**src/rtl/fwd_bypass_net.sv**
```systemverilog
// fwd_bypass_net: operand-forwarding network with a DEPTH-entry shift history
// of in-flight register writes, youngest-match resolution per read port and
// load-use stall detection.
module fwd_bypass_net #(
   parameter int unsigned DATA_W = 32,
   parameter int unsigned REG_AW = 5,
   parameter int unsigned DEPTH  = 3,
   parameter int unsigned NRD    = 2,
   parameter int unsigned SEL_W  = $clog2(DEPTH + 1)
) (
   input  logic                  clk,
   input  logic                  rst,
   input  logic                  hold,
   input  logic                  flush,
   input  logic                  wr_valid,
   input  logic [REG_AW-1:0]     wr_addr,
   input  logic [DATA_W-1:0]     wr_data,
   input  logic                  wr_rdy,
   input  logic                  fill_valid,
   input  logic [DATA_W-1:0]     fill_data,
   input  logic [NRD*REG_AW-1:0] rd_addr,
   input  logic [NRD*DATA_W-1:0] rd_rf_data,
   output logic [NRD*DATA_W-1:0] rd_data,
   output logic [NRD*SEL_W-1:0]  rd_sel,
   output logic                  stall_req
);

   logic [DEPTH-1:0]             valid_q, valid_d;
   logic [DEPTH-1:0]             rdy_q,   rdy_d;
   logic [DEPTH-1:0][REG_AW-1:0] addr_q,  addr_d;
   logic [DEPTH-1:0][DATA_W-1:0] data_q,  data_d;

   logic              fill_hit;
   logic [DATA_W-1:0] fill_data1;
   logic              fill_rdy1;

   // History register; asynchronous reset clears every field
   always_ff @(posedge clk or posedge rst) begin
      if (rst) begin
         valid_q <= '0;
         rdy_q   <= '0;
         addr_q  <= '0;
         data_q  <= '0;
      end else begin
         valid_q <= valid_d;
         rdy_q   <= rdy_d;
         addr_q  <= addr_d;
         data_q  <= data_d;
      end
   end

   // Next history: flush > hold (fill in place) > shift (fill travels to index 2)
   always_comb begin
      valid_d = valid_q;
      rdy_d   = rdy_q;
      addr_d  = addr_q;
      data_d  = data_q;

      fill_hit   = fill_valid && valid_q[1] && !rdy_q[1];
      fill_data1 = fill_hit ? fill_data : data_q[1];
      fill_rdy1  = rdy_q[1] | fill_hit;

      if (flush) begin
         valid_d = '0;
      end else if (hold) begin
         data_d[1] = fill_data1;
         rdy_d[1]  = fill_rdy1;
      end else begin
         for (int unsigned i = 1; i < DEPTH; i++) begin
            valid_d[i] = valid_q[i-1];
            addr_d[i]  = addr_q[i-1];
            // entry 1 may be completed by a fill on this same edge
            data_d[i]  = (i == 2) ? fill_data1 : data_q[i-1];
            rdy_d[i]   = (i == 2) ? fill_rdy1  : rdy_q[i-1];
         end
         valid_d[0] = wr_valid && (wr_addr != '0);
         addr_d[0]  = wr_addr;
         data_d[0]  = wr_data;
         rdy_d[0]   = wr_rdy;
      end
   end

   // Per-port resolution against the youngest matching valid entry
   always_comb begin
      logic              hit;
      logic [REG_AW-1:0] ra;
      rd_data   = '0;
      rd_sel    = '0;
      stall_req = 1'b0;
      for (int unsigned p = 0; p < NRD; p++) begin
         hit = 1'b0;
         ra  = rd_addr[p*REG_AW +: REG_AW];
         rd_data[p*DATA_W +: DATA_W] = rd_rf_data[p*DATA_W +: DATA_W];
         rd_sel[p*SEL_W +: SEL_W]    = '0;
         for (int unsigned i = 0; i < DEPTH; i++) begin
            if (!hit && valid_q[i] && (ra != '0) && (addr_q[i] == ra)) begin
               hit = 1'b1;
               rd_sel[p*SEL_W +: SEL_W]    = SEL_W'(i + 1);
               rd_data[p*DATA_W +: DATA_W] = data_q[i];
               if (!rdy_q[i]) stall_req = 1'b1;
            end
         end
      end
   end

endmodule

```
**config.mk**
```make
export PLATFORM = sky130hd
export DESIGN_NAME = fwd_bypass_net
export DESIGN_NICKNAME = d
export VERILOG_FILES = /design/src/rtl/fwd_bypass_net.sv
export SDC_FILE = /design/constraint.sdc
export NUM_CORES = 1
export LEC_CHECK = 0
export CORE_MARGIN = 2
export CORE_UTILIZATION = 48
export CTS_BUF_LIST = sky130_fd_sc_hd__clkbuf_8 sky130_fd_sc_hd__clkbuf_16
export CTS_CLUSTER_SIZE = 16
export DETAILED_ROUTE_END_ITERATION = 10
export PLACE_DENSITY_LB_ADDON = 0.05
export SLEW_MARGIN = 20
export SYNTH_ARGS = -nofsm -noshare
export SYNTH_HDL_FRONTEND = slang
export SYNTH_SLANG_ARGS = --single-unit
export TNS_END_PERCENT = 20
```
**constraint.sdc**
```tcl
create_clock -name clk -period 4.46 [get_ports clk]
set_clock_uncertainty 0.2 [all_clocks]
set_input_delay 0.446 -clock clk [delete_from_list [all_inputs] [get_ports clk]]
set_output_delay 0.446 -clock clk [all_outputs]
set_load 0.02 [all_outputs]
```
# [Word-level counts from Yosys, hierarchy flattened]
# Index checks and enable logic that the tools add are counted.
[op_classes] add_sub_neg=0 mul=0 div_mod_pow=0 order_cmp=0 eq_ne=7 shift=0 mux=33 n_bitwise=3 n_reduce_logical=28
[ops] op="2-to-1 mux 32 bit" count=8
[ops] op="== test 5 bit" count=6
[ops] op="logical AND 1 bit" count=19
[ops] op="2-to-1 mux 1 bit" count=19
[ops] op="nonzero test 5 bit" count=3
[ops] op="2-to-1 mux 2 bit" count=4
[ops] op="2-to-1 mux 3 bit" count=2
[ops] op="logical NOT 1 bit" count=5
[ops] op="inequality test 2 x 1 -> 1 bit (second input constant)" count=1
[ops] op="inverter 1 bit" count=2
[ops] op="AND reduction 2 bit" count=1
[ops] op="OR 1 bit" count=1
[totals] register_bits=117 latchBits=0 ram_bits=0 mem_bits_ro=0 output_inout_bits=69 n_memories=0

# [Longest topological paths before layout]
# Gate-level depths: netlist (run 1).
[logic_depth] ltp_word=20 depth_mapped=9 mapped_depth_nobuf=6

# [Worst setup path after synthesis (run 1)]
# Ideal clock, no wire load.
[synth_path] kind="input-to-output" start="input rd_addr[3]" end="output rd_data[0]" arrival_ps=2051 required_ps=3814 slack_ps=1763 path_stages=7 path_cell_list="or4_4 -> nor2_1 -> or4_4 -> buf_6 -> clkbuf_1 -> o22ai_1 -> a21oi_1"
[synth_between] elab_chain_cells=14 elab_cells_between_ends=19 classes_between="3 x eq/ne; 5 x mux; 11 x reduce/logical"
[synth_lines] element="from (decl)" line_no="21" text="input logic [NRD*REG_AW-1:0] rd_addr,"
[synth_lines] element="nonzero test 5 bit" line_no="96" text="if (!hit && valid_q[i] && (ra != '0) && (addr_q[i] == ra)) begin"
[synth_lines] element="logical AND 1 bit (2 in series)" line_no="96"
[synth_lines] element="2-to-1 mux 1 bit" line_no="96"
[synth_lines] element="logical NOT 1 bit" line_no="96"
[synth_lines] element="logical AND 1 bit (3 in series)" line_no="96"
[synth_lines] element="2-to-1 mux 1 bit" line_no="96"
[synth_lines] element="logical NOT 1 bit" line_no="96"
[synth_lines] element="logical AND 1 bit (3 in series)" line_no="96"
[synth_lines] element="2-to-1 mux 32 bit *" line_no="96"
[synth_lines] element="to (decl)" line_no="23" text="output logic [NRD*DATA_W-1:0] rd_data,"
# Every way passes the cells marked *; elsewhere a longest branch is shown, timed or not.

# [Worst setup path after layout (run 1)]
[layout_path] start="input rd_addr[3]" end="output stall_req"
[layout_between] elab_chain_cells=20 elab_cells_between_ends=27 classes_between="3 x eq/ne; 13 x mux; 11 x reduce/logical"
[layout_lines] element="nonzero test 5 bit" line_no="96"
[layout_lines] element="logical AND 1 bit (2 in series)" line_no="96"
[layout_lines] element="2-to-1 mux 1 bit" line_no="96"
[layout_lines] element="logical NOT 1 bit" line_no="96"
[layout_lines] element="logical AND 1 bit (3 in series)" line_no="96"
[layout_lines] element="2-to-1 mux 1 bit" line_no="96"
[layout_lines] element="logical NOT 1 bit" line_no="96"
[layout_lines] element="logical AND 1 bit (3 in series)" line_no="96"
[layout_lines] element="2-to-1 mux 1 bit *" line_no="96"
[layout_lines] element="2-to-1 mux 1 bit" line_no="100" text="if (!rdy_q[i]) stall_req = 1'b1;"
[layout_lines] element="2-to-1 mux 1 bit *" line_no="96"
[layout_lines] element="2-to-1 mux 1 bit" line_no="100"
[layout_lines] element="2-to-1 mux 1 bit *" line_no="96"
[layout_lines] element="2-to-1 mux 1 bit" line_no="100"
[layout_lines] element="2-to-1 mux 1 bit *" line_no="96"
[layout_lines] element="to (decl)" line_no="25" text="output logic stall_req"
# Marks and branches as above.

==> flow_metrics.env, run 1 <==
export IMPL_synth_top_area_cell="dfrtp_1"
export IMPL_finalHoldViolCount=0
export IMPL_worstReg2RegStart="valid_q[1]"
export IMPL_hp_class="input pin to flip-flop"
export IMPL_pwr_share_comb_pct=21.0
export IMPL_vdd_drop_max_mv=0.288
export IMPL_period_share_pct=93.2
export IMPL_clock_power_share_pct=38.3
export IMPL_slew_viol_final=0
export IMPL_critPathMaxFanout=26
export IMPL_postCtsSetupRepairBufs=0
export IMPL_die_y_um=126
export IMPL_grt_pass1_vias=7104
export IMPL_clkTransAtPathRegs_ns=0.06
export IMPL_gp_congestion=0.857
export IMPL_pin_count=219
export IMPL_grt_pass1_wl_mm=38.1
export IMPL_n_antenna_cell=0
export IMPL_cts_htree_levels=4
export IMPL_placedCellCount=1219
export IMPL_io_buffer_count=218
export IMPL_synth_edf_count=0
export IMPL_fin_cells=1251
export IMPL_required_ns=3.81
export IMPL_syn_inst=875
export IMPL_fp_dieArea_um2=15900
export IMPL_ant_nets=0
export IMPL_vias=7445
export IMPL_synth_area_top_cells="dfrtp_1 41%, a21oi_1 9.0%, mux2_2 7.7%, nor2_1 7.0%, nand2_1 6.0%"
export IMPL_grt_usage_pct=30.1
export IMPL_dp_hpwl_mm=15.3
export IMPL_p_switching_w=0.00104
export IMPL_insertion_delay_ns=0.42
export IMPL_relSlewSlack_pct=27.2
export IMPL_swShare_pct=29.1
export IMPL_yosysWarnings=0
export IMPL_drive_above_1_share_pct=10.9
export IMPL_layout_commonest_cell="clkdlybuf4s50_1"
export IMPL_clock_sinks=117
export IMPL_setup_violations=0
export IMPL_status="finished, final reports clean"
export IMPL_dr_pass1_iters=6
export IMPL_synthesis_nets=1025
export IMPL_netlist_area_um2=7180
export IMPL_hp_start="hold"
export IMPL_avgSynthCellArea_um2=8.20
export IMPL_r2r_setup_slack_ns=1.77
export IMPL_cp_end_kind="output port"
export IMPL_viasPerCell=5.95
export IMPL_die_w_um=126
export IMPL_row_count=44
export IMPL_ys_ff_latch=117
export IMPL_cts_buffer_depth=2
export IMPL_syn_to_final_growth_pct=40.3
export IMPL_initial_core_util_pct=49.2
export IMPL_max_freq_ghz=0.241
export IMPL_synth_seq_area_share_pct=40.8
export IMPL_ctsResizeCount=0
export IMPL_critPathLaunchType="input pin"
export IMPL_fp_coreArea_um2=14600
export IMPL_crit_type="input pin to output port"
export IMPL_fin_nets=1206
export IMPL_yosysUniqueCellTypes=41
export IMPL_mostFrequentLayoutCells="216 x clkdlybuf4s50_1, 132 x nor2_1, 129 x a21oi_1"
export IMPL_wirelength_mm=24.0
export IMPL_cts_hold_buffers_added=0
export IMPL_root_buffer="clkbuf_16"
export IMPL_pwr_share_seq_pct=40.7
export IMPL_drc=0
export IMPL_cts_buffers=17
export IMPL_crit_arrival_ns=3.51
export IMPL_grt_max_degree=72
export IMPL_cts_tree="done"
export IMPL_p_per_area_nw_per_um2=355
export IMPL_synthFlopType="dfrtp_1"
export IMPL_whs_ns=0.254
export IMPL_antenna_found_initial=0
export IMPL_async_flop_share_pct=100
export IMPL_synth_top_area_share_pct=40.8
export IMPL_maxCapViolations=0
export IMPL_wl_per_cell_um=19.2
export IMPL_startpoint="rd_addr[3]"
export IMPL_worstMarginPinSlew_ns=1.09
export IMPL_grt_ovfl_total=0
export IMPL_drt_iter0_drc=814
export IMPL_rsz0062_at_grt="no"
export IMPL_p_int_w=0.00254
export IMPL_power_leakage_nw=3.95
export IMPL_tns_ns=0
export IMPL_fin_crit_ns=4.16
## cells in the mapped netlist, types with 2 or more instances
cell type,number
nor2_1,134
a21oi_1,129
dfrtp_1,117
nand2_1,114
o22ai_1,62
mux2_2,49
clkbuf_1,46
a31oi_1,44
xnor2_1,22
inv_1,21
o31ai_1,20
buf_2,16
nand2b_1,13
o21ai_0,13
nor2b_1,12
o311ai_1,11
xor2_1,8
buf_1,5
buf_6,5
nand4_1,5
buf_4,3
mux2i_1,3
or4_4,3
nor4_2,2
or3_1,2
## power by group through the flow
| stage | logic [W] | clock network [W] | registers (W) |
|---|---|---|---|
| 6_report | 0.000752 | 0.00137 | 0.00146 |
| 2_1_floorplan | 0.000460 | 0 | 0.00140 |
| 3_5_place_dp | 0.000749 | 0 | 0.00147 |
| 3_3_place_gp | 0.000735 | 0 | 0.00147 |
| 5_1_grt | 0.000823 | 0.00143 | 0.00148 |
| 4_1_cts | 0.000753 | 0.00138 | 0.00145 |
## per-stage QoR
step | setup WS (ns) | power, W | utilization (%) | area [um2]
final | 0.304 | 0.00358 | 69.0 | 10100
after global routing | 0.230 | 0.00374 | 69.0 | 10100
after CTS | 0.326 | 0.00358 | 68.7 | 10000
after detailed placement | 0.339 | 0.00221 | 64.7 | 9440
after global placement | 0.358 | 0.00220 | 64.7 | 9440
after floorplan | 0.713 | 0.00186 | - | 7180
## critical path, stage by stage
cell and delay, ns:
clkdlybuf4s50_1 0.50, or4_4 0.61, o2111ai_4 0.32, buf_4 0.41, nand2b_1 0.16, a21oi_1 0.07
or3_1 0.42, clkdlybuf4s50_1 0.56
## flip-flops by register name (all words and copies together), names as in the netlist
register	flops
addr_q	15
data_q	96
rdy_q	3
valid_q	3
## worst paths after layout
path	cells after the start	endpoint
worst max-delay path	8	stall_req
worst min-delay path	3	data_q[72]
worst max register to register	6	data_q[36]
worst min register to register	1	rdy_q[2]
max in group asynchronous	3	data_q[30]
min in group asynchronous	2	data_q[14]
## cells by family (layout without fill, tap and decap cells)
family                 Yosys count  in the layout  share of synthesized area, %
multiplexers                    53             53                          8.27
AND/OR/NAND/NOR                293            293                          17.6
buffers and inverters           96            288                          5.98
AO/OA/AOI/OAI                  286            286                          23.7
XOR/XNOR                        30             30                          3.66
flip-flops                     117            117                          40.8
## cell type report
type                            instances  area, um2
Clock inverter                          9        103
Inverter                               21       81.3
Tap cell                              184        230
Timing Repair Buffer                  237       2380
Sequential cell                       117       2930
Fill cell                            1183       4520
Multi-Input combinational cell        662       3860
Clock buffer                           21        480
## routing by layer
metal | share of wire (%) | vias up | global-route usage (%)
met4 | 2.2 | 0 | 10.1
met5 | 0 | - | 0
met3 | 8.4 | 51 | 5.78
li1 | - | 3459 | -
met2 | 47 | 406 | 47.1
met1 | 42 | 3529 | 42.1
Power figures use the tool's default switching activity.
==> run 2, diff against run 1 <==
--- a/config.mk
+++ b/config.mk
@@ -5,7 +5,7 @@
 export SDC_FILE = /design/constraint.sdc
 export NUM_CORES = 1
 export LEC_CHECK = 0
-export CORE_MARGIN = 2
+export CORE_MARGIN = 3
 export CORE_UTILIZATION = 48
 export CTS_BUF_LIST = sky130_fd_sc_hd__clkbuf_8 sky130_fd_sc_hd__clkbuf_16
 export CTS_CLUSTER_SIZE = 16
==> constraint.sdc (replaced) <==
create_clock -name clk -period 4.46 [get_ports clk]
set_clock_uncertainty 0.2 [all_clocks]
set_input_delay 0.446 -clock clk [delete_from_list [all_inputs] [get_ports clk]]
set_output_delay 0.446 -clock clk [all_outputs]
set_load 0.05 [all_outputs]
==> flow_metrics.env, run 2 (same netlist as run 1, synthesis figures left out) <==
export IMPL_clock_power_share_pct=36.2
export IMPL_clkTransAtPathRegs_ns=0.05
export IMPL_finalHoldViolCount=0
export IMPL_cts_hold_buffers_added=0
export IMPL_postCtsSetupRepairBufs=0
export IMPL_largest_reg_flops=96
export IMPL_cts_buffer_depth=2
export IMPL_worstMarginPinSlew_ns=1.06
export IMPL_r2r_setup_slack_ns=1.57
export IMPL_reg_top3="data_q x96, addr_q x15"
export IMPL_syn_to_final_growth_pct=37.8
export IMPL_required_ns=3.81
export IMPL_min_delay_path_depth=1
export IMPL_hp_class="flip-flop to flip-flop"
export IMPL_reg2reg_depth=6
export IMPL_ant_nets=0
export IMPL_slew_viol_final=0
export IMPL_max_freq_ghz=0.241
export IMPL_critPathMaxFanout=22
export IMPL_fillers=1217
export IMPL_vias=7369
export IMPL_root_buffer="clkbuf_16"
export IMPL_largest_register="data_q"
export IMPL_grt_ovfl_total=0
export IMPL_tns_ns=0
export IMPL_io_buffer_count=218
export IMPL_power_leakage_nw=4.01
export IMPL_drive_above_1_share_pct=17.0
export IMPL_setup_violations=0
export IMPL_drt_iter0_drc=644
export IMPL_drc=0
export IMPL_pwr_share_comb_pct=23.1
export IMPL_fin_crit_ns=4.14
export IMPL_wl_per_cell_um=19.2
export IMPL_mostFrequentLayoutCells="148 x clkdlybuf4s50_1, 132 x nor2_1, 129 x a21oi_1"
export IMPL_row_count=44
export IMPL_worstReg2RegStart="valid_q[1]"
export IMPL_die_w_um=128
export IMPL_viasPerCell=5.89
export IMPL_wirelength_mm=24.0
export IMPL_cp_end_kind="output port"
export IMPL_whs_endpoint="rdy_q[2]"
export IMPL_pin_count=219
export IMPL_clock_sinks=117
export IMPL_grt_max_degree=68
export IMPL_critPathLaunchType="input pin"
export IMPL_r2r_end="data_q[47]"
export IMPL_relSlewSlack_pct=29.4
export IMPL_fp_dieArea_um2=16500
export IMPL_cts_tree="done"
export IMPL_path_cells="clkdlybuf4s50_1 > or4_4 > nor2_4 > nor4_4 > nand3b_2 > buf_4 > nor2_1 > a21oi_1 > buf_4"
export IMPL_layout_commonest_cell="clkdlybuf4s50_1"
export IMPL_insertion_delay_ns=0.41
export IMPL_antenna_found_initial=2
export IMPL_dr_pass1_iters=5
export IMPL_layout_setup_ws_ns=0.316
export IMPL_slowest_stage="nor4_4"
export IMPL_die_y_um=128
export IMPL_cts_buffers=17
export IMPL_startpoint="rd_addr[8]"
export IMPL_p_per_area_nw_per_um2=363
export IMPL_hp_start="rdy_q[2]"
export IMPL_grt_pass1_wl_mm=38.0
export IMPL_fp_coreArea_um2=14600
export IMPL_slowest_delay_ns=0.90
export IMPL_post_place_ws_ns=0.363
export IMPL_status="finished, final reports clean"
export IMPL_grt_usage_pct=29.0
export IMPL_p_int_w=0.00249
export IMPL_cts_htree_levels=4
export IMPL_pwr_share_seq_pct=40.7
export IMPL_ctsResizeCount=0
export IMPL_initial_core_util_pct=49.2
export IMPL_crit_type="input pin to output port"
export IMPL_gp_congestion=0.828
export IMPL_swShare_pct=30.5
export IMPL_power_total_w=0.00359
export IMPL_fin_nets=1206
export IMPL_crit_arrival_ns=3.50
export IMPL_rsz0062_at_grt="no"
export IMPL_grt_pass1_vias=7202
export IMPL_period_share_pct=92.9
export IMPL_p_switching_w=0.00110
export IMPL_postLayoutCoreUtil_pct=67.8
export IMPL_maxCapViolations=0
export IMPL_crit_top_cell="buf_4"
export IMPL_dp_hpwl_mm=15.9
export IMPL_vdd_drop_max_mv=0.310
-- run 2: changes by cell type in the layout (fill, tap and decap cells not counted), moves of 2 or more --
cell,change
diode_2,+2
buf_4,+67
clkdlybuf4s50_1,-68
clkinvlp_4,-3
inv_1,+2
clkbuf_8,+2
buf_12,+2
-- run 2: worst max path at each step --
stage | end | slack (ns) | cells after the start
floorplan | addr_q[0] | 0.71 | 1
global placement | rd_data[63] | 0.44 | 9
detailed placement | rd_data[43] | 0.36 | 9
CTS | rd_data[43] | 0.36 | 9
global route | rd_data[43] | 0.16 | 9
finish | rd_data[43] | 0.32 | 9
-- run 2: power by group through the flow --
| stage | clock network [W] | registers (W) | logic, W |
|---|---|---|---|
| floorplan | 0 | 0.00140 | 0.000545 |
| finish | 0.00130 | 0.00146 | 0.000828 |
| CTS | 0.00131 | 0.00146 | 0.000831 |
| global route | 0.00136 | 0.00148 | 0.000900 |
| detailed placement | 0 | 0.00147 | 0.000823 |
| global placement | 0 | 0.00147 | 0.000809 |
-- run 2: area by class of cell --
cell class | count | area [um2] | area share [%]
antenna | 2 | 5.00 | 0.0506
clock buffer | 23 | 508 | 5.14
clock inverter | 6 | 52.6 | 0.532
inverter | 21 | 81.3 | 0.823
multi-input combinational | 662 | 3860 | 39.1
sequential | 117 | 2930 | 29.6
tap | 184 | 230 | 2.33
timing repair buffer | 237 | 2220 | 22.5
-- run 2: critical path, delay by kind of cell --
kind / cells / cell delay (ns)
buf+inv: 3 / 1.19
simple gates: 5 / 1.70
compound gates: 1 / 0.14
-- run 2: routing by layer --
layer / GRT usage, % / vias to the layer above / wire (um)
met4: 10.7 / 0 / 606
met1: 39.3 / 3515 / 10200
li1: - / 3461 / -
met2: 46.0 / 349 / 11300
met5: 0 / - / 0
met3: 5.92 / 44 / 1970
-- run 2: through the flow --
stage,std cells,hold slack [ns],instance area [um2]
after floorplan,875,0.283,7180
after global placement,1220,0.299,9300
after detailed placement,1220,0.299,9300
after CTS,1249,0.310,9860
after global routing,1252,0.346,9890
final,1252,0.310,9890
